===== config.mk =====
export PLATFORM = sky130hd
export DESIGN_NAME = cic_rate_ctrl
export DESIGN_NICKNAME = d
export VERILOG_FILES = /design/src/rtl/cic_ctrl_pkg.sv /design/src/rtl/rate_counter.sv /design/src/rtl/cic_rate_ctrl.sv
export SDC_FILE = /design/constraint.sdc
export NUM_CORES = 1
export LEC_CHECK = 0
export ABC_AREA = 1
export CORE_ASPECT_RATIO = 0.75
export CORE_MARGIN = 5
export CORE_UTILIZATION = 50
export DETAILED_ROUTE_END_ITERATION = 10
export DONT_BUFFER_PORTS = 1
export PLACE_DENSITY_LB_ADDON = 0.25
export SYNTH_ARGS = -nofsm -noshare
export SYNTH_HDL_FRONTEND = slang
export SYNTH_SLANG_ARGS = --single-unit

===== constraint.sdc =====
create_clock -name clock -period 4.6 [get_ports clock]
set_input_delay 0.69 -clock clock [delete_from_list [all_inputs] [get_ports clock]]
set_output_delay 0.69 -clock clock [all_outputs]
set_load 0.01 [all_outputs]

===== src/rtl/cic_ctrl_pkg.sv =====
// Shared types and default widths for the CIC rate controller.
package cic_ctrl_pkg;

    typedef enum logic [1:0] {
        IDLE   = 2'd0,
        WARMUP = 2'd1,
        RUN    = 2'd2
    } cic_state_t;

    localparam int DIV_W_DEF    = 16;
    localparam int R_W_DEF      = 8;
    localparam int N_STAGES_DEF = 5;
    localparam int OUT_W_DEF    = 8;
    localparam int CAP_LAT_DEF  = 1;

endpackage


===== src/rtl/rate_counter.sv =====
// Modulo counter: counts 0..load while enabled and flags the wrap cycle with tick.
module rate_counter #(
    parameter int W = 8
) (
    input  logic         clock,
    input  logic         nreset,
    input  logic         en,
    input  logic         clr,
    input  logic [W-1:0] load,
    output logic         tick
);

    logic [W-1:0] cnt;

    assign tick = en && (cnt == load);

    always_ff @(posedge clock) begin
        if (!nreset) begin
            cnt <= '0;
        end else if (clr) begin
            cnt <= '0;
        end else if (en) begin
            cnt <= tick ? '0 : cnt + W'(1);
        end
    end

endmodule


===== src/rtl/cic_rate_ctrl.sv =====
// CIC decimator sequencer: integrator/comb enable strobes, start-up discard,
// and a one-entry output buffer toward the sample consumer.
module cic_rate_ctrl
    import cic_ctrl_pkg::*;
#(
    parameter int DIV_W    = DIV_W_DEF,
    parameter int R_W      = R_W_DEF,
    parameter int N_STAGES = N_STAGES_DEF,
    parameter int OUT_W    = OUT_W_DEF,
    parameter int CAP_LAT  = CAP_LAT_DEF
) (
    input  logic             clock,
    input  logic             nreset,
    input  logic             start,
    input  logic             stop,
    input  logic [DIV_W-1:0] div_cfg,
    input  logic [R_W-1:0]   dec_cfg,
    input  logic [OUT_W-1:0] filt_y,
    input  logic             out_ready,
    output logic             int_en,
    output logic             comb_en,
    output logic [OUT_W-1:0] out_data,
    output logic             out_valid,
    output logic             busy,
    output logic             overrun,
    output logic [1:0]       state_dbg
);

    localparam int WARM_W = (N_STAGES < 2) ? 1 : $clog2(N_STAGES);
    localparam logic [WARM_W-1:0] WARM_LAST = WARM_W'(N_STAGES - 1);

    cic_state_t         state;
    logic [DIV_W-1:0]   div_q;
    logic [R_W-1:0]     dec_q;
    logic [WARM_W-1:0]  warm_cnt;
    logic [CAP_LAT-1:0] cap_pipe;

    logic running;
    logic start_acc;
    logic cnt_clr;
    logic div_tick;
    logic dec_tick;
    logic capture;

    assign running   = (state != IDLE);
    assign start_acc = start && !stop && (state == IDLE);
    assign cnt_clr   = start_acc || stop;
    // A capture still in flight when stop arrives is discarded with the run.
    assign capture   = cap_pipe[CAP_LAT-1] && !stop;

    assign busy      = running;
    assign state_dbg = state;

    rate_counter #(.W(DIV_W)) u_div (
        .clock  (clock),
        .nreset (nreset),
        .en     (running),
        .clr    (cnt_clr),
        .load   (div_q),
        .tick   (div_tick)
    );

    rate_counter #(.W(R_W)) u_dec (
        .clock  (clock),
        .nreset (nreset),
        .en     (div_tick),
        .clr    (cnt_clr),
        .load   (dec_q),
        .tick   (dec_tick)
    );

    always_ff @(posedge clock) begin
        if (!nreset) begin
            state    <= IDLE;
            div_q    <= '0;
            dec_q    <= '0;
            warm_cnt <= '0;
            int_en   <= 1'b0;
            comb_en  <= 1'b0;
            cap_pipe <= '0;
        end else begin
            int_en      <= div_tick && !stop;
            comb_en     <= dec_tick && !stop;
            cap_pipe[0] <= comb_en && (state == RUN) && !stop;
            for (int i = 1; i < CAP_LAT; i++) begin
                cap_pipe[i] <= stop ? 1'b0 : cap_pipe[i-1];
            end

            if (stop) begin
                state <= IDLE;
            end else begin
                case (state)
                    IDLE: begin
                        if (start) begin
                            state    <= WARMUP;
                            div_q    <= div_cfg;
                            dec_q    <= dec_cfg;
                            warm_cnt <= '0;
                        end
                    end
                    WARMUP: begin
                        // The first N_STAGES comb outputs carry filter fill-up transient.
                        if (comb_en) begin
                            if (warm_cnt == WARM_LAST) begin
                                state <= RUN;
                            end else begin
                                warm_cnt <= warm_cnt + WARM_W'(1);
                            end
                        end
                    end
                    RUN: begin
                        state <= RUN;
                    end
                    default: begin
                        state <= IDLE;
                    end
                endcase
            end
        end
    end

    // out_valid/out_ready: a sample transfers on any cycle where both are high;
    // while out_valid is high and out_ready is low, out_data holds steady and
    // out_valid stays high. A capture arriving into a full, unaccepted buffer is
    // dropped and recorded in overrun.
    always_ff @(posedge clock) begin
        if (!nreset) begin
            out_data  <= '0;
            out_valid <= 1'b0;
            overrun   <= 1'b0;
        end else begin
            if (capture) begin
                if (!out_valid || out_ready) begin
                    out_data  <= filt_y;
                    out_valid <= 1'b1;
                end else begin
                    overrun <= 1'b1;
                end
            end else if (out_valid && out_ready) begin
                out_valid <= 1'b0;
            end
            if (start_acc) begin
                overrun <= 1'b0;
            end
        end
    end

endmodule


==> Yosys cells after proc, flatten, opt, wreduce, memory -nomap -nowiden <==
Cells that the tools add are included.
{ "op_classes": {"bitwise_logic": 3, "addsub": 3, "muxes": 13, "eq_ne": 10, "reduce_logical": 27} }
{ "op_table": {"columns": ["cell", "count"], "rows": [
  ["adder 16 x 1 -> 16 bit (second input constant)", 1],
  ["equality test 16 bit", 1],
  ["two-way mux 16 bit", 1],
  ["logical AND 1 bit", 10],
  ["two-way mux 3 bit", 3],
  ["adder 8 x 1 -> 8 bit (second input constant)", 1],
  ["equality test 8 bit", 1],
  ["two-way mux 8 bit", 1],
  ["!= test 2 bit (second input constant)", 4],
  ["two-way mux 2 bit", 3],
  ["one-hot mux 2 bit (3 select lines)", 1],
  ["one-hot mux 3 bit (2 select lines)", 1],
  ["AND reduction 2 bit", 3],
  ["AND reduction 3 bit", 2],
  ["nonzero test 2 bit", 3],
  ["OR reduction 2 bit", 3],
  ["AND reduction 5 bit", 1],
  ["adder 3 x 1 -> 3 bit (second input constant)", 1],
  ["equality test 3 bit (second input constant)", 1],
  ["two-way mux 1 bit", 3],
  ["NOT 1 bit", 3],
  ["equality test 2 x 1 -> 1 bit (second input constant)", 1],
  ["equality test 2 bit (second input constant)", 1],
  ["logical NOT 1 bit", 2],
  ["3 further kinds", 4]
]} }
{ "word_totals": {"output_inout_bits": 15, "input_bits": 37, "register_bits": 66, "wordCells": 68} }

==> Depth between registers and ports, before layout <==
{ "depth": {"depth_word": 5, "depth_mapped": 11, "depth_no_buf": 11} }

==> Hierarchy <==
From an unflattened synthesis, not the netlist that was laid out.
{ "unflattened": {"cells_unflattened": 537, "area_unflattened_um2": 3527.1} }
{ "modules_own_cells": {"columns": ["module", "cells_per_inst", "area_per_inst_um2", "n_inst", "seq_area_each_um2"], "rows": [
  ["cic_rate_ctrl", 214, 1634.1, 1, 840.8],
  ["rate_counter (u_div)", 205, 1229.9, 1, 320.3],
  ["rate_counter (u_dec)", 118, 663.1, 1, 160.2]
]} }

==> Least setup slack after synthesis <==
OpenSTA, ideal clock, no wires.
{ "synth_path": {"path_type": "register to register", "from": "register state[0], in the netlist state_dbg[0]", "to": "register u_div.cnt[14]", "slack_ns": 2.795, "arrival_ns": 1.694, "path_stages_with_launch": 10, "t_required_ns": 4.489, "n_path_buf": 0, "setup_ns": 0.111, "period_less_slack_ns": 1.805, "cell_sequence": "dfxtp_1 -> inv_1 -> ha_1 -> inv_4 -> nand2_4 -> nor4_4 -> nand2_1 -> or2_2 -> nand2_1 -> nor2_1"} }
{ "synth_between": {"elab_cells_between_ends": 7, "cone_classes": "1 x mux; 6 x reduce/logical"} }
{ "synth_lines": {"columns": ["element", "line", "text"], "rows": [
  ["from (decl)", "cic_rate_ctrl.sv:32", "cic_state_t state;"],
  ["from (signal assigned)", "cic_rate_ctrl.sv:74", "state <= IDLE;"],
  ["from (signal assigned)", "cic_rate_ctrl.sv:90", "state <= IDLE;"],
  ["from (signal assigned)", "cic_rate_ctrl.sv:95", "state <= WARMUP;"],
  ["nonzero test 2 bit *", "cic_rate_ctrl.sv:45", "assign running = (state != IDLE);"],
  ["net busy", "cic_rate_ctrl.sv:24", "output logic busy,"],
  ["logical AND 1 bit", "rate_counter.sv:15", "assign tick = en && (cnt == load);"],
  ["two-way mux 16 bit", "rate_counter.sv:23", "cnt <= tick ? '0 : cnt + W'(1);"],
  ["to (signal assigned)", "rate_counter.sv:23", null],
  ["to (decl)", "rate_counter.sv:13", "logic [W-1:0] cnt;"]
]} }
Mark *: on every way through the listed nets, which the timed path passes. The rest lies on a longest branch.
A chain may end at the register's enable or synchronous reset.

==> Worst setup path after layout <==
{ "layout_path": {"from": "register state[1], in the netlist state_dbg[1]", "to": "register div_q[10]"} }
{ "layout_between": {"elab_chain_cells": 2} }
{ "layout_lines": {"columns": ["element", "line", "text"], "rows": [
  ["logical NOT 2 bit", "cic_rate_ctrl.sv:92", "case (state)"],
  ["AND reduction 3 bit (no source line)", null, null],
  ["to (signal assigned)", "cic_rate_ctrl.sv:96", "div_q <= div_cfg;"],
  ["to (decl)", "cic_rate_ctrl.sv:33", "logic [DIV_W-1:0] div_q;"]
]} }
Every way passes these cells.

==> metrics.cfg <==
[worst_setup_path]
worstPathArrival_ns=2.87
critPathLaunchType=flip-flop
path_cells=inv_1 -> ha_1 -> nand2_1 -> nor2_1 -> inv_1 -> o21ai_0 -> a21oi_1
crit_path_end_kind=flip-flop
cp.required_ns=4.79
critPathKind=reg -> reg
worstRegToRegCells=7
cpMostUsedCell=inv_1
crit_fanout=40
crit_slowest_cell=inv_1
slowest_delay_ns=0.63

[hold_path]
hold_path.class=reg -> reg
whs_path_depth=1

[synthesis]
yosysTopAreaCellShare_pct=40.9
synth_warnings=0
syn-num-nets=510
yosysTopAreaCell=dfxtp_1
synth_area_sq_um=3230
synth.area.top_cells=dfxtp_1 41%, nand2_1 11%, nor2_1 9.6%
synth.avg_cell_area_sq_um=6.95
synth_cell_types=33
synth-seq-cells=66
ys_seq_area_share_pct=40.9
syn_inst=465

[floorplanning]
die_x_microns=103
core_sq_um=6290
design.die.area_sq_um=8190
ioPinCount=52
start_util_pct=51.4
rows=25
die_h_microns=79.6

[sta]
drv_slew=0
tightest_slew_ns=1.04
timing.fmax_ghz=0.373
tns_ns=0
rsz0062_at_grt=no
layout_setup_ws_ns=1.92
fin_crit_ns=2.68
setup_viol=0
fin_crit_sh_pct=58.3
holdWs_ns=0.459
fin_skew_ns=0.00662
hold_viol_final=0
relSlewSlack_pct=30.6

[grt]
antenna_found_initial=0
grt_max_degree=41
first_global_vias=2601
grt_overflow=0
grt_usage_pct=18.7
grt_pass1_wl_microns=11800

[cells_and_area]
instances_no_fill=551
antennaDiodeCount=0
final_cell_mix=97 x nand2_1, 83 x nor2_1, 66 x dfxtp_1, 61 x inv_1, 39 x o21ai_0
final_area_sq_um=3510
final_common_cell=nand2_1
fin_util_pct=55.8
areaGrowthSynthToFinish_pct=8.48
nNetsFinal=510
drive_gt1_share_pct=6.17

[clocking]
cts.sinks=66
cts_tree=built
insertion_delay_ns=0.34
cts_resized=0
clockBufferDepth=2
cts_setup_buffers=0
cts-root-buf=clkbuf_8
path_clk_slew_ns=0.07
numCtsBuffers=9
hold_buffers=0
h-tree-depth=3

[power_and_ir_drop]
power_density_nw_per_um2=370
totalPowerFinal_mw=1.30
p_leak_nw=1.44
max-vdd-ir-drop_uv=168

[routing]
drt_wl_total_microns=7010
wire_per_inst_microns=12.7
num_vias=2806
routed_via_density=5.09
final_antenna_net_count=0
remaining_drc_errors=0
drt_iter0_markers=111
firstDrtPassIters=5

[status]
status=finished clean

[placed_design]
port_buffers=0
dpl_cell_area_sq_um=3270
place_ws_ns=1.89
dp_cells=535
place_congestion=0.867
post-dp-hpwl_microns=5250

[flow_run]
maxCapViolations=0

==> cells by family (layout without fill, tap and decap cells) <==
| group | count (synthesis) | count (layout) | synth area share, % |
|---|---|---|---|
| AOI/OAI and AO/OA | 70 | 70 | 11.1 |
| xor gates and xnor gates | 13 | 13 | 3.52 |
| and+or+nand+nor | 233 | 233 | 31.9 |
| buffers and inverters | 75 | 80 | 9.52 |
| adders and majority gates | 8 | 8 | 3.10 |
| DFF | 66 | 66 | 40.9 |
==> area by class of cell <==
cell class / count / area (sq um)
flip-flops and latches: 66 / 1320
clock inverters: 4 / 72.6
multi-input cells: 324 / 1600
well taps: 81 / 101
clock buffers: 12 / 165
fillers: 619 / 2780
inverters: 64 / 243
==> worst max-delay path: cells and delay by family (launching register included) <==
| kind | cells | cell delay (ns) |
|---|---|---|
| flip-flops | 1 | 0.36 |
| adder cells (fa/ha/maj) | 1 | 0.35 |
| AO/OA/AOI/OAI | 2 | 0.43 |
| buffers and inverters | 2 | 0.77 |
| AND/OR/NAND/NOR | 2 | 0.61 |
==> metal layers <==
layer	up-vias	track usage, %	share of wire, %
met1	1263	25.0	50
met2	60	27.7	43
li1	1473	-	-
met4	0	6.08	1.4
met5	-	0	0
met3	10	6.90	5.7
==> final timing paths <==
kind	startpoint	end	slack, ns
setup / recovery	state_dbg[1]$_SDFFE_PP0P_	div_q[10]$_SDFFE_PN0P_	1.92
hold / removal	warm_cnt[0]$_SDFFE_PN0P_	warm_cnt[0]$_SDFFE_PN0P_	0.46
setup reg to reg	state_dbg[1]$_SDFFE_PP0P_	div_q[10]$_SDFFE_PN0P_	1.92
hold reg to reg	warm_cnt[0]$_SDFFE_PN0P_	warm_cnt[0]$_SDFFE_PN0P_	0.46
==> cells in the mapped netlist, drive strengths merged <==
cell type	n
o21ai	40
a31oi	2
nor3b	2
nor2	88
a21oi	25
a211oi	1
xor2	5
nand3b	1
nand4	13
and3	1
nand3	16
ha	8
buf	8
or2	1
nor3	10
nor4	2
dfxtp	66
xnor2	8
nand2	99
inv	64
o22ai	2
clkbuf	3
==> power breakdown <==
part           internal (mW)  switching (mW)  total [mW]
logic                 0.0398          0.0904       0.130
registers              0.591          0.0126       0.604
clock network          0.349           0.214       0.563
total                  0.980           0.317        1.30
==> state kept, by name (all words and copies together), names as in the netlist, 2 cells and up <==
name and cells:
dec_q 8, out_data 8, warm_cnt 3, u_dec.cnt 8, u_div.cnt 16, state_dbg 2
div_q 16
Power figures use the tool's default switching activity.
